$ cat src/rtl/multi_rate_flasher_if.sv
// Configuration write port of multi_rate_flasher: one-clock strobe plus channel address and settings.
interface multi_rate_flasher_if #(
  parameter int CH_BITS  = 2,
  parameter int DIV_BITS = 16
);
  logic                cfg_we;
  logic [CH_BITS-1:0]  cfg_ch;
  logic [1:0]          cfg_mode;
  logic [DIV_BITS-1:0] cfg_div;
  logic [DIV_BITS-1:0] cfg_duty;

  modport master (output cfg_we, cfg_ch, cfg_mode, cfg_div, cfg_duty);
  modport slave  (input  cfg_we, cfg_ch, cfg_mode, cfg_div, cfg_duty);
endinterface

$ cat src/rtl/multi_rate_flasher.sv
// N-channel LED flasher / clock-enable generator: shared prescaler feeding per-channel
// programmable dividers, each driving an LED in OFF, ON, SQUARE or PWM mode.
//
//   mode   | meaning
//   OFF    | led held low
//   ON     | led held high
//   SQUARE | led toggles on every channel wrap (50% duty)
//   PWM    | led high while the counter is below duty
module multi_rate_flasher #(
  parameter int CHANNELS      = 4,
  parameter int CH_BITS       = 2,
  parameter int PRESCALE      = 100,
  parameter int PRESCALE_BITS = 7,
  parameter int DIV_BITS      = 16,
  parameter int DEFAULT_DIV   = 99
) (
  input  logic                 clk,
  input  logic                 rst,
  input  logic                 enable,
  multi_rate_flasher_if.slave  cfg,
  output logic                 pre_tick,
  output logic [CHANNELS-1:0]  tick_out,
  output logic [CHANNELS-1:0]  led_out
);

  typedef enum logic [1:0] {
    MODE_OFF    = 2'b00,
    MODE_ON     = 2'b01,
    MODE_SQUARE = 2'b10,
    MODE_PWM    = 2'b11
  } mode_t;

  logic [PRESCALE_BITS-1:0] pcnt;
  logic                     pre_wrap;
  logic                     step_pend;
  logic                     ch_step;

  assign pre_wrap = (pcnt == PRESCALE_BITS'(PRESCALE - 1));

  // step_pend mirrors pre_tick but is held (not cleared) while frozen, so a
  // prescaler wrap seen just before enable drops is still applied on resume.
  always_ff @(posedge clk or negedge rst) begin
    if (!rst) begin
      pcnt      <= '0;
      pre_tick  <= 1'b0;
      step_pend <= 1'b0;
    end else if (enable) begin
      pcnt      <= pre_wrap ? '0 : pcnt + 1'b1;
      pre_tick  <= pre_wrap;
      step_pend <= pre_wrap;
    end else begin
      pre_tick  <= 1'b0;
    end
  end

  assign ch_step = enable && step_pend;

  for (genvar gi = 0; gi < CHANNELS; gi++) begin : gen_ch
    mode_t               mode;
    logic [DIV_BITS-1:0] div;
    logic [DIV_BITS-1:0] duty;
    logic [DIV_BITS-1:0] cnt;
    logic [DIV_BITS-1:0] cnt_next;
    logic                cnt_wrap;
    logic                wr_hit;
    logic                tick_q;
    logic                led_q;

    // Addresses at or above CHANNELS match no channel and are dropped.
    assign wr_hit   = cfg.cfg_we && (cfg.cfg_ch == CH_BITS'(gi));
    assign cnt_wrap = (cnt == div);
    assign cnt_next = cnt_wrap ? '0 : cnt + 1'b1;

    always_ff @(posedge clk or negedge rst) begin
      if (!rst) begin
        mode   <= MODE_OFF;
        div    <= DIV_BITS'(DEFAULT_DIV);
        duty   <= '0;
        cnt    <= '0;
        tick_q <= 1'b0;
        led_q  <= 1'b0;
      end else if (wr_hit) begin
        mode   <= mode_t'(cfg.cfg_mode);
        div    <= cfg.cfg_div;
        duty   <= cfg.cfg_duty;
        cnt    <= '0;
        tick_q <= 1'b0;
        led_q  <= (cfg.cfg_mode == MODE_ON);
      end else if (ch_step) begin
        cnt    <= cnt_next;
        tick_q <= cnt_wrap;
        case (mode)
          MODE_OFF:    led_q <= 1'b0;
          MODE_ON:     led_q <= 1'b1;
          MODE_SQUARE: led_q <= led_q ^ cnt_wrap;
          MODE_PWM:    led_q <= (cnt_next < duty);
        endcase
      end else begin
        tick_q <= 1'b0;
      end
    end

    assign tick_out[gi] = tick_q;
    assign led_out[gi]  = led_q;
  end

endmodule

$ cat src/flat_wrapper.sv
// flat-port wrapper written by rule: the top's interface ports become plain ports
module multi_rate_flasher_flat 
#(
  parameter int CHANNELS      = 4,
  parameter int CH_BITS       = 2,
  parameter int PRESCALE      = 100,
  parameter int PRESCALE_BITS = 7,
  parameter int DIV_BITS      = 16,
  parameter int DEFAULT_DIV   = 99
)
  (clk, rst, enable, pre_tick, tick_out, led_out, cfg_cfg_we, cfg_cfg_ch, cfg_cfg_mode, cfg_cfg_div, cfg_cfg_duty);
  multi_rate_flasher_if #(.CH_BITS(CH_BITS), .DIV_BITS(DIV_BITS)) cfg_i ();
  input  logic clk;
  input  logic rst;
  input  logic enable;
  output logic pre_tick;
  output logic [CHANNELS-1:0] tick_out;
  output logic [CHANNELS-1:0] led_out;
  input wire logic [$bits(cfg_i.cfg_we)-1:0] cfg_cfg_we;
  input wire logic [$bits(cfg_i.cfg_ch)-1:0] cfg_cfg_ch;
  input wire logic [$bits(cfg_i.cfg_mode)-1:0] cfg_cfg_mode;
  input wire logic [$bits(cfg_i.cfg_div)-1:0] cfg_cfg_div;
  input wire logic [$bits(cfg_i.cfg_duty)-1:0] cfg_cfg_duty;
  assign cfg_i.cfg_we = cfg_cfg_we;
  assign cfg_i.cfg_ch = cfg_cfg_ch;
  assign cfg_i.cfg_mode = cfg_cfg_mode;
  assign cfg_i.cfg_div = cfg_cfg_div;
  assign cfg_i.cfg_duty = cfg_cfg_duty;
  multi_rate_flasher #(.CHANNELS(CHANNELS), .CH_BITS(CH_BITS), .PRESCALE(PRESCALE), .PRESCALE_BITS(PRESCALE_BITS), .DIV_BITS(DIV_BITS), .DEFAULT_DIV(DEFAULT_DIV)) u_core (.clk(clk), .rst(rst), .enable(enable), .cfg(cfg_i), .pre_tick(pre_tick), .tick_out(tick_out), .led_out(led_out));
endmodule
$ cat config.mk
export PLATFORM = sky130hd
export DESIGN_NAME = multi_rate_flasher_flat
export DESIGN_NICKNAME = d
export VERILOG_FILES = /design/src/rtl/multi_rate_flasher_if.sv /design/src/rtl/multi_rate_flasher.sv /design/src/flat_wrapper.sv
export SDC_FILE = /design/constraint.sdc
export NUM_CORES = 1
export LEC_CHECK = 0
export ABC_CLOCK_PERIOD_IN_PS = 5500
export CAP_MARGIN = 20
export CORE_ASPECT_RATIO = 1.4
export CORE_MARGIN = 2
export CORE_UTILIZATION = 63
export CTS_BUF_LIST = sky130_fd_sc_hd__clkbuf_8
export DETAILED_ROUTE_END_ITERATION = 10
export GPL_ROUTABILITY_DRIVEN = 0
export GPL_TIMING_DRIVEN = 1
export HOLD_SLACK_MARGIN = 0.06
export PLACE_DENSITY = 0.78
export SLEW_MARGIN = 20
export SYNTH_ARGS = -nofsm -noshare
export SYNTH_HDL_FRONTEND = slang
export SYNTH_SLANG_ARGS = --single-unit
$ cat constraint.sdc
create_clock -name clk -period 5.5 [get_ports clk]
set_clock_uncertainty 0.15 [all_clocks]
set_input_delay 1.1 -clock clk [delete_from_list [all_inputs] [get_ports clk]]
set_output_delay 1.1 -clock clk [all_outputs]
set_load 0.01 [all_outputs]
# Word level (Yosys, flattened, before mapping)
# Index checks and enable logic that the tools add are counted.
[word_totals] ff_bits=217 word_cells=109 output_inout_bits=9
[op_classes] order_cmp=4 eq_ne=21 bitwise=4 mux=34 reduce_logical=14 add_sub_neg=5
[ops] operator="16-bit 2-to-1 mux" n=12
[ops] operator="16-bit by 1-bit adder with 16-bit output (second input constant)" n=4
[ops] operator="16-bit == test" n=4
[ops] operator="16-bit less-than comparator" n=4
[ops] operator="2-bit == test (second input constant)" n=10
[ops] operator="1-bit 2-to-1 mux" n=17
[ops] operator="1-bit case mux with 4 select lines" n=4
[ops] operator="2-bit by 1-bit == test with 1-bit output (second input constant)" n=6
[ops] operator="2-bit logical NOT" n=5
[ops] operator="2-bit nonzero test" n=4
[ops] operator="7-bit by 1-bit adder with 7-bit output (second input constant)" n=1
[ops] operator="7-bit == test (second input constant)" n=1
[ops] operator="7-bit 2-to-1 mux" n=1
[ops] operator="1-bit logical AND" n=5
[ops] operator="1-bit bitwise XOR" n=4

# Depth between registers and ports, before layout
[logic_depth] depth_word=6 mapped_depth=15 ltp_nobuf=13

# Least setup slack after synthesis
# No wires, ideal clock.
[synth_path] kind="reg-to-reg" start="register u_core.gen_ch[1].cnt[12]" end="register u_core.gen_ch[1].led_q" arrival_time_ns=3.227 period_less_slack_ns=3.503 setup_slack_ns=1.997 required_ns=5.224 stages_incl_launch_ff=14 path_buffers=3 path_cell_list="dfrtp_1 > clkbuf_1 > xnor2_1 > nand4_1 > nor4_4 > buf_2 > buf_2 > nor2_1 > ha_1 > nand4_1 > or4_1 > nor3_1 > nor3_1 > o32a_1"
[synth_between] elab_chain_len=6
[synth_rtl] element="start, declared" line_no="multi_rate_flasher.sv:62" source="logic [DIV_BITS-1:0] cnt;"
[synth_rtl] element="start signal, assigned" line_no="multi_rate_flasher.sv:90" source="cnt <= cnt_next;"
[synth_rtl] element="16-bit by 1-bit adder with 16-bit output or 16-bit == test (tied branches)" line_no="multi_rate_flasher.sv:72, multi_rate_flasher.sv:71"
[synth_rtl] element="16-bit 2-to-1 mux" line_no="multi_rate_flasher.sv:72" source="assign cnt_next = cnt_wrap ? '0 : cnt + 1'b1;"
[synth_rtl] element="16-bit less-than comparator" line_no="multi_rate_flasher.sv:96" source="MODE_PWM: led_q <= (cnt_next < duty);"
[synth_rtl] element="1-bit case mux with 4 select lines (*)" line_no="multi_rate_flasher.sv:92" source="case (mode)"
[synth_rtl] element="1-bit 2-to-1 mux (*)" line_no="multi_rate_flasher.sv:89" source="end else if (ch_step) begin"
[synth_rtl] element="1-bit 2-to-1 mux (*)" line_no="multi_rate_flasher.sv:82" source="end else if (wr_hit) begin"
[synth_rtl] element="end signal, assigned" line_no="multi_rate_flasher.sv:88" source="led_q <= (cfg.cfg_mode == MODE_ON);"
[synth_rtl] element="end signal, assigned" line_no="multi_rate_flasher.sv:95" source="MODE_SQUARE: led_q <= led_q ^ cnt_wrap;"
[synth_rtl] element="end signal, assigned" line_no="multi_rate_flasher.sv:96"
[synth_rtl] element="end, declared" line_no="multi_rate_flasher.sv:67" source="logic led_q;"
# Every way passes the cells marked *; elsewhere a longest branch is shown, timed or not. The select of a mux whose other input is x is not followed.
# A chain may end at the register's enable or synchronous reset.

# Worst setup path after layout
[layout_path] start="register u_core.gen_ch[1].cnt[0]" end="register u_core.gen_ch[1].led_q"
# Same word-level chain as after synthesis.

==> flow_summary.toml <==
[worst_setup_path]
crit_path_end_kind = "flop"
cp_data_required_time_ns = 5.77
crit_arrival_ns = 4.18
critPathLaunchType = "flop"
cp_max_fo = 7
crit_type = "reg -> reg"
rrSetupSlack_ns = 1.59

[clocking]
post-cts-setup-buffer-count = 0
post_cts_resized = 0
clockBufferDepth = 3
clk_pin_slew_worst_paths_ns = 0.07
cts_buffers = 36
htreeDepth = 2
root_buffer = "clkbuf_8"
clock_sink_count = 217
hold_buffers = 0
clkLatencyLatePin_ns = 0.53
cts_tree = "built"

[detailed_routing]
route.detailed.drc = 0
met1_length_mm = 13.13
drt-pass1-iter-count = 5
dr.first_iter.drc_count = 816
antenna_left = 0
wl_met2_mm = 14.92
wire_per_inst_microns = 18.12
dr_wl_met3_mm = 1.959
vias_per_cell = 5.843
routed_wl_mm = 31.94
highest_layer = "met4"
vias = 10295

[floorplan]
dieArea_sq_um = 21480
die_h_microns = 172.6
coreArea_sq_um = 19920
num_rows = 61
start_util = 0.6422
die_w_microns = 124.4
ios = 49

[layout]
areaGrowthSynthToFinish_pct = 9.478
fill_cells = 1578
antenna_cells = 0
multi_input_area_sq_um = 6603
mostFrequentLayoutCells = "308 x nand2_1, 201 x dfrtp_1, 135 x o21ai_0, 118 x nor2_1, 99 x xnor2_1"
final_cells = 1762
seqCellArea_sq_um = 5450
fin_nets = 1589
final_common_cell = "nand2_1"
drive_gt1_frac = 0.08212

[synth]
synth-seq-area-share = 0.4261
synth_area_leaders = "dfrtp_1 39%, nand2_1 9.1%, xnor2_1 6.8%"
synth-seq-cells = 217
syn-mean-instance-area_sq_um = 8.614
yosysWarnings = 0
ys.flop_type = "dfrtp_1"
synth_top_area_share = 0.3932
synth_edf_count = 0
synth_top_area_cell = "dfrtp_1"
netlist_area_sq_um = 12790
yosys.cell_types.count = 56
synth_nets = 1590
ys_async_sr_fraction = 1.000
netlist_instances = 1485

[timing]
relSlewSlack = 0.2999
fin_ws_ns = 1.589
tightest_slew_ns = 1.047
slew_violations = 0
fmax_ghz = 0.2557
hold_ws_ns = 0.3138
tns_ns = 0
hold_viol_final = 0
fin_crit_ns = 3.911
period_share = 0.7111
rsz0062_at_grt = "no"
setup_viol = 0

[global_routing]
grt-ovfl-total = 0
grt_pass1_vias = 10040
grt.total_usage = 0.2975
grt_pass1_wl_mm = 51.60
grt_max_degree = 94
antenna_found_initial = 0

[hold_path]
hold_path.class = "reg -> reg"

[placement]
portBuffers = 48
placed_cells = 1697
pre_cts_ws_ns = 1.617
dp_hpwl_mm = 21.68

[run_status]
outcome = "finished clean"

[power]
leakage_uw = 0.006275
ir_worst_vdd_mv = 0.2339
power_density_nw_per_um2 = 294.4

[run]
maxCapViolCount = 0
-- sequential cells by signal, summed over array words and instances (netlist names) --
register,cells
u_core.gen_ch.div,64
u_core.gen_ch.tick_q,4
u_core.gen_ch.cnt,64
u_core.gen_ch.mode,8
u_core.pcnt,7
u_core.gen_ch.duty,64
u_core.gen_ch.led_q,4
u_core.pre_tick,1
u_core.step_pend,1
-- area by class of cell --
cell class | instances | share of cell area
multi-input combinational | 1101 | 0.4715
clock buffer | 42 | 0.04128
sequential | 217 | 0.3892
inverter | 65 | 0.01742
timing repair buffer | 63 | 0.04405
clock inverter | 22 | 0.01412
tap | 252 | 0.02251
-- worst max-delay path: stages, from the launching register on --
cell	delay [ns]
dfrtp_1	0.45
ha_1	0.28
nand2_1	0.12
nor3_1	0.64
nand3_1	0.25
xor2_1	0.19
nor2_1	0.06
ha_1	0.28
nand4_1	0.13
or4_1	0.60
nor3_1	0.22
nor3_1	0.08
o32a_1	0.34
-- cells in the mapped netlist (27+ instances only) --
| cell type | count |
|---|---|
| nand2_1 | 309 |
| dfrtp_1 | 201 |
| o21ai_0 | 135 |
| nor2_1 | 119 |
| xnor2_1 | 99 |
| a21oi_1 | 81 |
| ha_1 | 65 |
| inv_1 | 65 |
| clkbuf_1 | 54 |
| nor2b_1 | 30 |
| nand3_1 | 28 |
| xor2_1 | 28 |
| nand4_1 | 27 |
-- final timing paths --
path,start,to,cells past startpoint
worst max-delay path,u_core.gen_ch[1].cnt[0],u_core.gen_ch[1].led_q,12
worst min-delay path,u_core.gen_ch[1].div[5],u_core.gen_ch[1].div[5],2
worst max register to register,u_core.gen_ch[1].cnt[0],u_core.gen_ch[1].led_q,12
worst min register to register,u_core.gen_ch[1].div[5],u_core.gen_ch[1].div[5],2
max in group asynchronous,rst,u_core.gen_ch[0].cnt[4],2
min in group asynchronous,rst,u_core.gen_ch[3].cnt[9],1
-- stage by stage --
step	util	total power [uW]	area, sq um
after floorplan	-	2356	12790
after global placement	0.6633	2549	13210
after detailed placement	0.6633	2582	13210
after CTS	0.7022	4151	13990
after global routing	0.7030	4318	14000
final	0.7030	4123	14000
-- where the power goes --
part           total (uW)  switching (uW)  internal [uW]  leakage (uW)
clock network        1560             675            885      0.000442
registers            1940             132           1810       0.00275
logic                 621             349            272       0.00308
total                4120            1160           2970       0.00627
-- kinds of logic after synthesis --
family          Yosys count  synth area share
simple gates            630            0.2350
buf+inv                 167           0.05937
fa+ha+maj                65           0.06358
mux                      22           0.01917
xor+xnor                127           0.08695
compound gates          257            0.1098
flops                   217            0.4261
-- metal layers --
metal,up-vias,global-route usage
li1,4953,-
met1,4915,0.3806
met2,318,0.4816
met3,109,0.05167
met4,0,0.1639
met5,-,0
No activity file was read; power rests on OpenSTA's default activity.
